## config.mk

```make
export PLATFORM = sky130hd
export DESIGN_NAME = seg7_scan_decoder
export DESIGN_NICKNAME = d
export VERILOG_FILES = /design/src/rtl/seg7_pkg.sv /design/src/rtl/seg7_to_hex.sv /design/src/rtl/seg7_scan_decoder.sv
export SDC_FILE = /design/constraint.sdc
export NUM_CORES = 1
export LEC_CHECK = 0
export ABC_AREA = 1
export CORE_MARGIN = 2
export CORE_UTILIZATION = 40
export DETAILED_ROUTE_END_ITERATION = 10
export PLACE_DENSITY = 0.69
export SYNTH_ARGS = -nofsm -noshare
export SYNTH_HDL_FRONTEND = slang
export SYNTH_HIERARCHICAL = 1
export SYNTH_SLANG_ARGS = --single-unit
```

## constraint.sdc

```tcl
create_clock -name clk -period 3.1 [get_ports clk]
set_clock_uncertainty 0.1 [all_clocks]
set_input_delay 0.775 -clock clk [delete_from_list [all_inputs] [get_ports clk]]
set_output_delay 0.775 -clock clk [all_outputs]
set_load 0.01 [all_outputs]
```

## src/rtl/seg7_pkg.sv

```systemverilog
// Shared 7-segment definitions: active-low segment codes, blank pattern and per-digit FSM states.
package seg7_pkg;

    typedef logic [6:0] seg7_t;
    typedef enum logic [1:0] {IDLE, ACQ, LOCK} dig_state_e;

    localparam seg7_t SEG7_BLANK = 7'h7F;

    // Active-low {g,f,e,d,c,b,a}; entry n is the glyph for hex digit n.
    localparam logic [15:0][6:0] SEG7_CODE = {
        7'h0E, 7'h06, 7'h21, 7'h46, 7'h03, 7'h08, 7'h10, 7'h00,
        7'h78, 7'h02, 7'h12, 7'h19, 7'h30, 7'h24, 7'h79, 7'h40
    };

endpackage

```

## src/rtl/seg7_to_hex.sv

```systemverilog
// Combinational reverse lookup of an active-low segment pattern to a hex nibble.
// SEG7_BLANK_EN makes the all-off pattern legal with nibble 0.
module seg7_to_hex
    import seg7_pkg::*;
(
    input  seg7_t      seg,
    output logic       legal,
    output logic [3:0] nibble
);

    always_comb begin
        legal  = 1'b0;
        nibble = 4'h0;
        for (int i = 0; i < 16; i++) begin
            if (seg == SEG7_CODE[i]) begin
                legal  = 1'b1;
                nibble = 4'(i);
            end
        end
`ifdef SEG7_BLANK_EN
        if (seg == SEG7_BLANK) legal = 1'b1;
`endif
    end

endmodule

```

## src/rtl/seg7_scan_decoder.sv

```systemverilog
// Monitors a multiplexed active-low 7-segment bus and decodes stable strobed digits to nibbles.
// Define SEG7_BLANK_EN to accept the all-off pattern as blank and expose the blank port.
module seg7_scan_decoder
    import seg7_pkg::*;
#(
    parameter int DIGITS     = 4,
    parameter int STABLE_CNT = 3
) (
    input  logic                clk,
    input  logic                rst,
    input  logic [6:0]          seg_n,
    input  logic [DIGITS-1:0]   dig_en_n,
    input  logic                clr,
    output logic [4*DIGITS-1:0] value,
    output logic [DIGITS-1:0]   digit_valid,
    output logic                frame_valid,
    output logic                update,
    output logic                illegal,
    output logic                strobe_err
`ifdef SEG7_BLANK_EN
    ,
    output logic [DIGITS-1:0]   blank
`endif
);

    localparam int              CNT_W   = $clog2(STABLE_CNT + 1);
    localparam logic [CNT_W-1:0] CNT_MAX = CNT_W'(STABLE_CNT);

    seg7_t             s1_seg;
    logic [DIGITS-1:0] s1_en;
    logic [DIGITS-1:0] act;
    logic              one_hot, multi;
    logic              dec_legal;
    logic [3:0]        dec_nib;

    // Stage 1: reset loads an idle bus so nothing in flight survives rst/clr.
    always_ff @(posedge clk) begin
        if (rst || clr) begin
            s1_seg <= SEG7_BLANK;
            s1_en  <= '1;
        end else begin
            s1_seg <= seg_n;
            s1_en  <= dig_en_n;
        end
    end

    assign act     = ~s1_en;
    assign one_hot = $onehot(act);
    assign multi   = !$onehot0(act);

    seg7_to_hex u_dec (
        .seg    (s1_seg),
        .legal  (dec_legal),
        .nibble (dec_nib)
    );

    dig_state_e        st_q  [DIGITS];
    dig_state_e        st_d  [DIGITS];
    seg7_t             pat_q [DIGITS];
    seg7_t             pat_d [DIGITS];
    logic [CNT_W-1:0]  cnt_q [DIGITS];
    logic [CNT_W-1:0]  cnt_d [DIGITS];
    logic [DIGITS-1:0] same, acc;

    always_ff @(posedge clk) begin
        for (int i = 0; i < DIGITS; i++) begin
            if (rst || clr) begin
                st_q[i]  <= IDLE;
                pat_q[i] <= SEG7_BLANK;
                cnt_q[i] <= '0;
            end else begin
                st_q[i]  <= st_d[i];
                pat_q[i] <= pat_d[i];
                cnt_q[i] <= cnt_d[i];
            end
        end
    end

    // Only the single strobed digit advances; a locked digit seeing its own pattern never re-accepts.
    always_comb begin
        same = '0;
        acc  = '0;
        for (int i = 0; i < DIGITS; i++) begin
            st_d[i]  = st_q[i];
            pat_d[i] = pat_q[i];
            cnt_d[i] = cnt_q[i];
            if (one_hot && act[i]) begin
                same[i] = (st_q[i] != IDLE) && (s1_seg == pat_q[i]);
                if (same[i]) begin
                    cnt_d[i] = (cnt_q[i] == CNT_MAX) ? cnt_q[i] : cnt_q[i] + 1'b1;
                end else begin
                    pat_d[i] = s1_seg;
                    cnt_d[i] = CNT_W'(1);
                end
                acc[i]  = (cnt_d[i] == CNT_MAX) && !(st_q[i] == LOCK && same[i]);
                st_d[i] = (acc[i] || (st_q[i] == LOCK && same[i])) ? LOCK : ACQ;
            end
        end
    end

    logic [4*DIGITS-1:0] val_d;
    logic [DIGITS-1:0]   vld_d;
    logic                upd_d, ill_d;

    always_comb begin
        val_d = value;
        vld_d = digit_valid;
        upd_d = 1'b0;
        ill_d = 1'b0;
        for (int i = 0; i < DIGITS; i++) begin
            if (acc[i]) begin
                if (dec_legal) begin
                    if (!digit_valid[i] || value[4*i +: 4] != dec_nib) upd_d = 1'b1;
                    val_d[4*i +: 4] = dec_nib;
                    vld_d[i]        = 1'b1;
                end else begin
                    vld_d[i] = 1'b0;
                    ill_d    = 1'b1;
                end
            end
        end
    end

    always_ff @(posedge clk) begin
        if (rst || clr) begin
            value       <= '0;
            digit_valid <= '0;
            frame_valid <= 1'b0;
            update      <= 1'b0;
            illegal     <= 1'b0;
            strobe_err  <= 1'b0;
        end else begin
            value       <= val_d;
            digit_valid <= vld_d;
            frame_valid <= &digit_valid;
            update      <= upd_d;
            illegal     <= ill_d;
            strobe_err  <= multi;
        end
    end

`ifdef SEG7_BLANK_EN
    always_ff @(posedge clk) begin
        for (int i = 0; i < DIGITS; i++) begin
            if (rst || clr) blank[i] <= 1'b0;
            else            blank[i] <= (st_d[i] == LOCK) && (pat_d[i] == SEG7_BLANK);
        end
    end
`endif

endmodule
```

; ---- Word-level counts from Yosys, hierarchy flattened
; Memories as Yosys holds them, arrays and structs flattened.
; Cells that the tools add are included.
[totals]
ramBits = 44
wordCells = 221
in_bits = 14
reg_bits = 35
mem_count = 3
[memory_table]
columns = memory, depth, word_bits, rd, rd_clocked_by_memory_dff, wr, line_no
row1 = pat_q, 4, 7, 4, 0, 4, seg7_scan_decoder.sv:59  ; seg7_t pat_q [DIGITS];
row2 = cnt_q, 4, 2, 4, 0, 4, seg7_scan_decoder.sv:61  ; logic [CNT_W-1:0] cnt_q [DIGITS];
row3 = st_q, 4, 2, 4, 0, 4, seg7_scan_decoder.sv:57  ; dig_state_e st_q [DIGITS];
[classes]
n_mux = 103
n_bitwise = 13
order_cmp = 1
reduce_logical = 44
add_sub_neg = 7
n_eq_ne = 36
[op_table]
columns = operator, n
row1 = $mux 7, 12
row2 = $mux 2, 34
row3 = $mux 1, 45
row4 = $mux 4, 8
row5 = $eq 7x7->1, 4
row6 = $eq 7x7->1 const B, 4
row7 = $eq 2x2->1 const B, 12
row8 = $eq 7x5->1 const B, 3
row9 = $eq 7x6->1 const B, 3
row10 = $logic_and 1x1->1, 16
row11 = $ne 4x4->1, 4
row12 = $eq 7x2->1 const B, 2
row13 = $eq 7x4->1 const B, 2
row14 = $mux 3, 4
row15 = $or 1x1->1, 12
row16 = $logic_not 1->1, 9
row17 = $logic_or 1x1->1, 9
row18 = $add 2x1->2 const B, 4
row19 = $reduce_and 2->1, 4
row20 = $reduce_bool 2->1, 4
row21 = $eq 7x3->1 const B, 1
row22 = $logic_not 7->1, 1
row23 = $add 1x1->2, 2
row24 = $not 4->4, 1
row25 = 4 further kinds, 4

; ---- Depth between registers and ports, before layout
; Gate-level depths: netlist (run 1).
[logic_depth]
ltp_word = 30
mapped_depth = 17
ltp_nobuf = 16

; ---- Hierarchy
; The synthesis (run 1) kept the hierarchy.
[by_module_without_submodules]
columns = mod, instances, cells_each, seq_area_each_um2, area_per_inst_um2
row1 = seg7_scan_decoder, 1, 565, 1581.5, 4145.2
row2 = seg7_to_hex, 1, 61, 0.0, 320.3

; ---- Least setup slack after synthesis (run 1)
; OpenSTA, ideal clock, no wires.
[synth_timing]
path_kind = register to register
from = register s1_en[0]
to = register value[4]
arrival_time_ns = 2.279
setup_slack_ns = 0.608
setup_ns = 0.113
stages_incl_launch_ff = 14
period_less_slack_ns = 2.492
cell_sequence = dfxtp_1 -> fa_1 -> inv_1 -> ha_1 -> inv_1 -> ha_1 -> nor2_2 -> nand2_4 -> nor2_4 -> inv_2 -> nor2_1 -> nand3_4 -> nor2_1 -> nor2_1
[synth_between]
elab_chain_len = 7
[synth_rtl]
columns = item, line_no
row1 = start: declaration, seg7_scan_decoder.sv:30  ; logic [DIGITS-1:0] s1_en;
row2 = start signal: assignment, seg7_scan_decoder.sv:43  ; s1_en <= dig_en_n;
row3 = $not 4->4, seg7_scan_decoder.sv:47  ; assign act = ~s1_en;
row4 = $add 1x1->2 (not written as such), seg7_scan_decoder.sv:48  ; assign one_hot = $onehot(act);
row5 = $add 2x2->3 (not written as such), seg7_scan_decoder.sv:48
row6 = $eq 3x1->1, seg7_scan_decoder.sv:48
row7 = $logic_and 1x1->1, seg7_scan_decoder.sv:87  ; if (one_hot && act[i]) begin
row8 = $mux 1, seg7_scan_decoder.sv:87
row9 = $reduce_and 2->1 (no source line), -
row10 = end signal: assignment, seg7_scan_decoder.sv:133  ; value <= val_d;
row11 = end: declaration, seg7_scan_decoder.sv:14  ; output logic [4*DIGITS-1:0] value,
; No other way between the ends.
; A chain may end at the register's enable or synchronous reset.

; ---- Final worst setup path (run 1)
[layout_timing]
from = register s1_seg[3]
to = register update
[layout_between]
elab_cells_between_ends = 103
classes_between = 27 x eq/ne / 55 x mux / 21 x reduce/logical
[layout_rtl]
columns = item, line_no
row1 = start: declaration, seg7_scan_decoder.sv:29  ; seg7_t s1_seg;
row2 = start signal: assignment, seg7_scan_decoder.sv:42  ; s1_seg <= seg_n;
row3 = $eq 7x5->1, seg7_to_hex.sv:15  ; if (seg == SEG7_CODE[i]) begin
row4 = $mux 3 (4 in series), seg7_to_hex.sv:15
row5 = $mux 4 (7 in series), seg7_to_hex.sv:15
row6 = $mux 4 (*), seg7_to_hex.sv:15
row7 = via dec_nib[2], seg7_scan_decoder.sv:34  ; logic [3:0] dec_nib;
row8 = $ne 4x4->1, seg7_scan_decoder.sv:113  ; if (!digit_valid[i] || value[4*i +: 4] != dec_nib) upd_d = 1'b1;
row9 = $logic_or 1x1->1, seg7_scan_decoder.sv:113
row10 = $mux 1, seg7_scan_decoder.sv:113
row11 = [3 not listed], -
row12 = $mux 1, seg7_scan_decoder.sv:112  ; if (dec_legal) begin
row13 = $mux 1, seg7_scan_decoder.sv:111  ; if (acc[i]) begin
row14 = $mux 1, seg7_scan_decoder.sv:113
row15 = $mux 1, seg7_scan_decoder.sv:112
row16 = $mux 1, seg7_scan_decoder.sv:111
row17 = $mux 1, seg7_scan_decoder.sv:113
row18 = $mux 1, seg7_scan_decoder.sv:112
row19 = $mux 1 (*), seg7_scan_decoder.sv:111
row20 = end signal: assignment, seg7_scan_decoder.sv:136  ; update <= upd_d;
row21 = end: declaration, seg7_scan_decoder.sv:17  ; output logic update,
; The timed path passes the listed nets; every way through them passes the cells marked *. The select of a mux whose other input is x is not followed.

==> flow_summary.json, run 1 <==
{
  "drt_iter0_drc": 225,
  "synth_area_um2": 4470,
  "worst_pin_slew_ns": 0.735,
  "max_freq_mhz": 351,
  "die_x_um": 110,
  "fin_crit_ns": 2.85,
  "ant_nets": 0,
  "hold_slack_ns": 0.392,
  "finalHoldViolations": 0,
  "p_comb_share_pct": 8.1,
  "final_area_um2": 5060,
  "switching_share_pct": 25.1,
  "synth.ff_latch_count": 79,
  "register_area_um2": 1580,
  "crit_fanout": 11,
  "rsz0062_at_grt": "false",
  "internal-power_mw": 1.47,
  "portBuffers": 37,
  "yosys_warnings": 6,
  "cts_tree": "yes",
  "track_usage_pct": 17.4,
  "ys_seq_area_share_pct": 35.4,
  "synth_nets": 644,
  "wl_per_cell_um": 12.2,
  "diodes": 0,
  "ys_top_cells_by_area": "dfxtp_1 35%, nand2_1 17%, inv_1 6.3%, nor2_1 6.1%, o211ai_2 5.9%",
  "place_ws_ns": 0.336,
  "p_clk_share_pct": 38.8,
  "post-synth-top-area-cell": "dfxtp_1",
  "syn_area_per_cell_um2": 7.13,
  "wirelength_um": 9770,
  "fin_util_pct": 46.4,
  "multi_input_area_um2": 2350,
  "async_flop_share_pct": 0,
  "htreeDepth": 3,
  "seqPwrFrac_pct": 53.1,
  "fp-row-count": 38,
  "p_switching_mw": 0.494,
  "cts_buffers": 9,
  "cts.repair.resized": 0,
  "cp.arrival_ns": 3.01,
  "io_pins": 38,
  "synth_top_area_share_pct": 35.4,
  "die_area_um2": 12000,
  "cts_root_buf": "clkbuf_8",
  "via_per_inst": 4.80,
  "coreArea_um2": 10900,
  "peakVddDrop_uv": 268,
  "nNetsFinal": 674,
  "vias": 3847,
  "ys.flop_type": "dfxtp_1",
  "max_slew_margin_pct": 50.9,
  "period_share_pct": 92.0,
  "ctsHoldBuffers": 0,
  "synth_edf_count": 0,
  "worstSetupEndpointType": "flop",
  "insertion_delay_ns": 0.36,
  "synth_cell_types": 42,
  "drv_slew": 0,
  "clk_pin_slew_ns": 0.08,
  "synthToLayoutAreaGrowth_pct": 13.3,
  "die_y_um": 110,
  "grt_pass1_wl_um": 16300,
  "setup_viol": 0,
  "clock_path_buffers": 2,
  "dp_cells": 785,
  "start_util_pct": 41.0,
  "gp_congestion": 0.798,
  "drcViolationCount": 0,
  "post_cts.repair.setup_buffers": 0,
  "drt_pass1_iterations": 5,
  "dp_hpwl_um": 7300,
  "path_class": "flop to flop",
  "overflow": 0,
  "leakage_nw": 2.43,
  "post_dp_cell_area_um2": 4870,
  "hold_path_class": "flop to flop",
  "max_cap_violations": 0,
  "antenna_found_initial": 0,
  "power.total_mw": 1.97,
  "setup_tns_ns": 0,
  "cts.sinks": 79,
  "grt_pass1_vias": 3694,
  "crit_path_start_kind": "flop",
  "stdcell_count": 801,
  "power.density_nw_per_um2": 389,
  "drive_gt1_share_pct": 16.5,
  "synth_cells": 626,
  "run_status": "finished clean",
  "grt_max_degree": 58,
  "fin_ws_ns": 0.248,
  "cp_data_required_time_ns": 3.26,
  "fillers": 1047
}
## layer usage
metal  track usage, %  share of wire, %
met1             21.0                45
met4             8.77               2.5
met5                0                 0
met3             3.20               5.0
met2             29.4                48
## path summary, 6_finish.rpt
path	cells after the start	to	start	slack [ns]
hold reg to reg	2	st_q[3][1]	st_q[3][1]	0.39
setup / recovery	14	update	s1_seg[3]	0.25
setup reg to reg	14	update	s1_seg[3]	0.25
hold / removal	2	st_q[3][1]	st_q[3][1]	0.39
## synth_stat cells, types with 3 or more instances
library cell    n
nand2_1       201
dfxtp_1        79
inv_1          75
nor2_1         72
nand3_1        23
o211ai_2       21
a21oi_1        14
inv_2          14
nor2_2         14
o21ai_0        12
or2_2          11
nor2_4          8
o211ai_1        8
buf_6           7
buf_4           6
nand2_2         6
nand4_1         6
nand3_4         5
clkbuf_1        3
clkbuf_8        3
ha_1            3
nor2_8          3
o211a_1         3
xor2_1          3
## layout by cell type, fill, tap and decap left out, types with 14 or more instances in the layout
master and n:
a21oi_1 14, clkdlybuf4s50_1 37, dfxtp_1 79, inv_1 75, inv_2 14, nand2_1 201
nand3_1 23, nor2_1 71, nor2_2 14, o211ai_2 21
## power by group through the flow
stage | Sequential, mW | Combinational, mW | Clock, mW
final | 1.04 | 0.160 | 0.764
after floorplan | 1.06 | 0.128 | 0
after CTS | 1.04 | 0.162 | 0.778
after global routing | 1.05 | 0.180 | 0.828
after detailed placement | 1.07 | 0.161 | 0
after global placement | 1.07 | 0.157 | 0
## area by class of cell
cell class	instances	area share [%]
multi-input combinational	434	46.5
sequential	79	31.3
timing repair buffer	42	8.31
inverter	90	6.68
tap	140	3.46
clock buffer	12	2.87
clock inverter	4	0.891
## worst max-delay path: stages, from the launching register on
cell and delay (ns):
dfxtp_1 0.65, inv_1 0.18, nand2_1 0.13, nor2_2 0.05, clkinv_1 0.06, o21ai_1 0.07, nor2_1 0.16, nand4_1 0.46
xor2_1 0.33, nor2_1 0.15, nand2_1 0.07, nand3_1 0.11, nand2_1 0.08, nor2_1 0.10, nor2_1 0.04
## sequential cells by signal (all words and copies together) (netlist names), 4 cells and up
signal,count
s1_en,4
s1_seg,7
pat_q,28
cnt_q,8
value,16
st_q,8
digit_valid,4
## cell families (layout without fill, tap and decap cells)
| logic type | after synthesis | after routing | share of synthesized area [%] |
|---|---|---|---|
| AO/OA/AOI/OAI | 68 | 68 | 12.8 |
| XOR/XNOR | 5 | 5 | 0.981 |
| adder cells (fa/ha/maj) | 4 | 4 | 1.29 |
| buffers and inverters | 113 | 148 | 12.1 |
| flip-flops | 79 | 79 | 35.4 |
| AND/OR/NAND/NOR | 357 | 357 | 37.4 |
No activity file was read; power rests on OpenSTA's default activity.
==> inputs of run 2 (changes only) <==
CORE_UTILIZATION = 58   (was 40)
PLACE_DENSITY = 0.9   (was 0.69)
==> flow_summary.json, run 2 (synthesis gave the netlist of run 1 again) <==
{
  "final_common_cell": "nand2_1",
  "drive_gt1_share_pct": 17.3,
  "max_slew_margin_pct": 54.1,
  "antenna_found_initial": 0,
  "leakage_nw": 2.44,
  "crit_start": "s1_en[3]",
  "nNetsFinal": 678,
  "grt_pass1_vias": 3901,
  "post_cts.repair.setup_buffers": 0,
  "reg_top3": "pat_q (28), value (16)",
  "finalHoldViolations": 0,
  "fin_util_pct": 68.5,
  "vias": 4104,
  "insertion_delay_ns": 0.36,
  "clk_pin_slew_ns": 0.10,
  "htreeDepth": 3,
  "post_dp_cell_area_um2": 4850,
  "start_util_pct": 60.6,
  "largest-register": "pat_q",
  "fin_crit_ns": 2.82,
  "io_pins": 38,
  "wl_per_cell_um": 13.4,
  "worstRegToRegCells": 14,
  "setup_viol": 0,
  "rsz0062_at_grt": "false",
  "synthToLayoutAreaGrowth_pct": 13.1,
  "crit_fanout": 9,
  "cts_root_buf": "clkbuf_8",
  "via_per_inst": 5.37,
  "crit_path_start_kind": "flop",
  "r2r-end": "value[5]",
  "clock_path_buffers": 2,
  "worstSetupEndpointType": "flop",
  "cts.repair.resized": 0,
  "worst_pin_slew_ns": 0.688,
  "grt_max_degree": 58,
  "coreArea_um2": 7370,
  "run_status": "finished clean",
  "power.density_nw_per_um2": 398,
  "die_y_um": 91.7,
  "die_x_um": 91.7,
  "period_share_pct": 90.8,
  "largest_reg_flops": 28,
  "ctsHoldBuffers": 0,
  "gp_congestion": 0.918,
  "hold_path_depth": 2,
  "hold_slack_ns": 0.384,
  "track_usage_pct": 25.3,
  "grt_pass1_wl_um": 17200,
  "cts.sinks": 79,
  "cp.arrival_ns": 3.02,
  "drcViolationCount": 0,
  "ant_nets": 0,
  "dp_hpwl_um": 7420,
  "cp_data_required_time_ns": 3.31,
  "die_area_um2": 8420,
  "cts_buffers": 9,
  "drv_slew": 0,
  "drt_iter0_drc": 359,
  "portBuffers": 37,
  "peakVddDrop_uv": 325,
  "setup.worst_path.end": "value[5]",
  "r2r_start": "s1_en[3]",
  "max_freq_mhz": 355,
  "rrSetupSlack_ns": 0.28,
  "overflow": 0,
  "setup_tns_ns": 0,
  "hold_path_class": "flop to flop",
  "drt_pass1_iterations": 5,
  "layout_common_cells": "201 x nand2_1, 79 x dfxtp_1, 75 x inv_1, 71 x nor2_1, 37 x clkdlybuf4s50_1",
  "cts_tree": "yes",
  "max_cap_violations": 0,
  "power.total_mw": 2.01,
  "path_class": "flop to flop",
  "fp-row-count": 31,
  "diodes": 0,
  "wirelength_um": 10200,
  "final_area_um2": 5050
}
[run 2: where the power goes]
group          total [mW]  leakage (nW)  internal (mW)  switching (mW)
Clock               0.794        0.0900          0.380           0.414
Sequential           1.04         0.640           1.03          0.0157
Combinational       0.170          1.70         0.0589           0.111
[run 2: cell type report]
class / count / area, µm²
clock buffers: 9 / 124
clock inverters: 7 / 80.1
fillers: 544 / 2320
inverters: 90 / 338
multi-input cells: 434 / 2350
flip-flops and latches: 79 / 1580
well taps: 99 / 124
repair buffers: 46 / 450
[run 2: stage by stage]
stage                     cells  setup WS, ns
after floorplan             626         0.608
after global placement      748         0.509
after detailed placement    748         0.346
after CTS                   764         0.308
after global routing        764         0.122
final                       764         0.284
[run 2: critical path: stages, from the launching register on]
cell	delay [ns]
dfxtp_1	0.44
fa_1	0.46
inv_1	0.07
ha_1	0.18
inv_1	0.06
ha_1	0.28
nor2_2	0.15
nand2_4	0.12
nor2_4	0.14
inv_2	0.08
nor2_1	0.27
nand3_4	0.16
nand2_1	0.12
nand2_1	0.07
nor2_1	0.08
[run 2: per-layer routing]
metal  vias to the layer above  wire (µm)  GRT usage [%]
met1                      1868       4220           31.0
met4                         0        295           12.3
li1                       2006          -              -
met3                        34        830           4.85
met5                         -          0              0
met2                       196       4850           42.6
[run 2: worst min path at each step]
stage / startpoint / end / slack [ns]
after global routing: st_q[2][1] / st_q[2][1] / 0.42
final: st_q[2][1] / st_q[2][1] / 0.38
after global placement: st_q[0][1] / st_q[0][1] / 0.37
after CTS: st_q[2][1] / st_q[2][1] / 0.39
after detailed placement: st_q[2][1] / st_q[2][1] / 0.37
after floorplan: st_q[0][1] / st_q[0][1] / 0.35
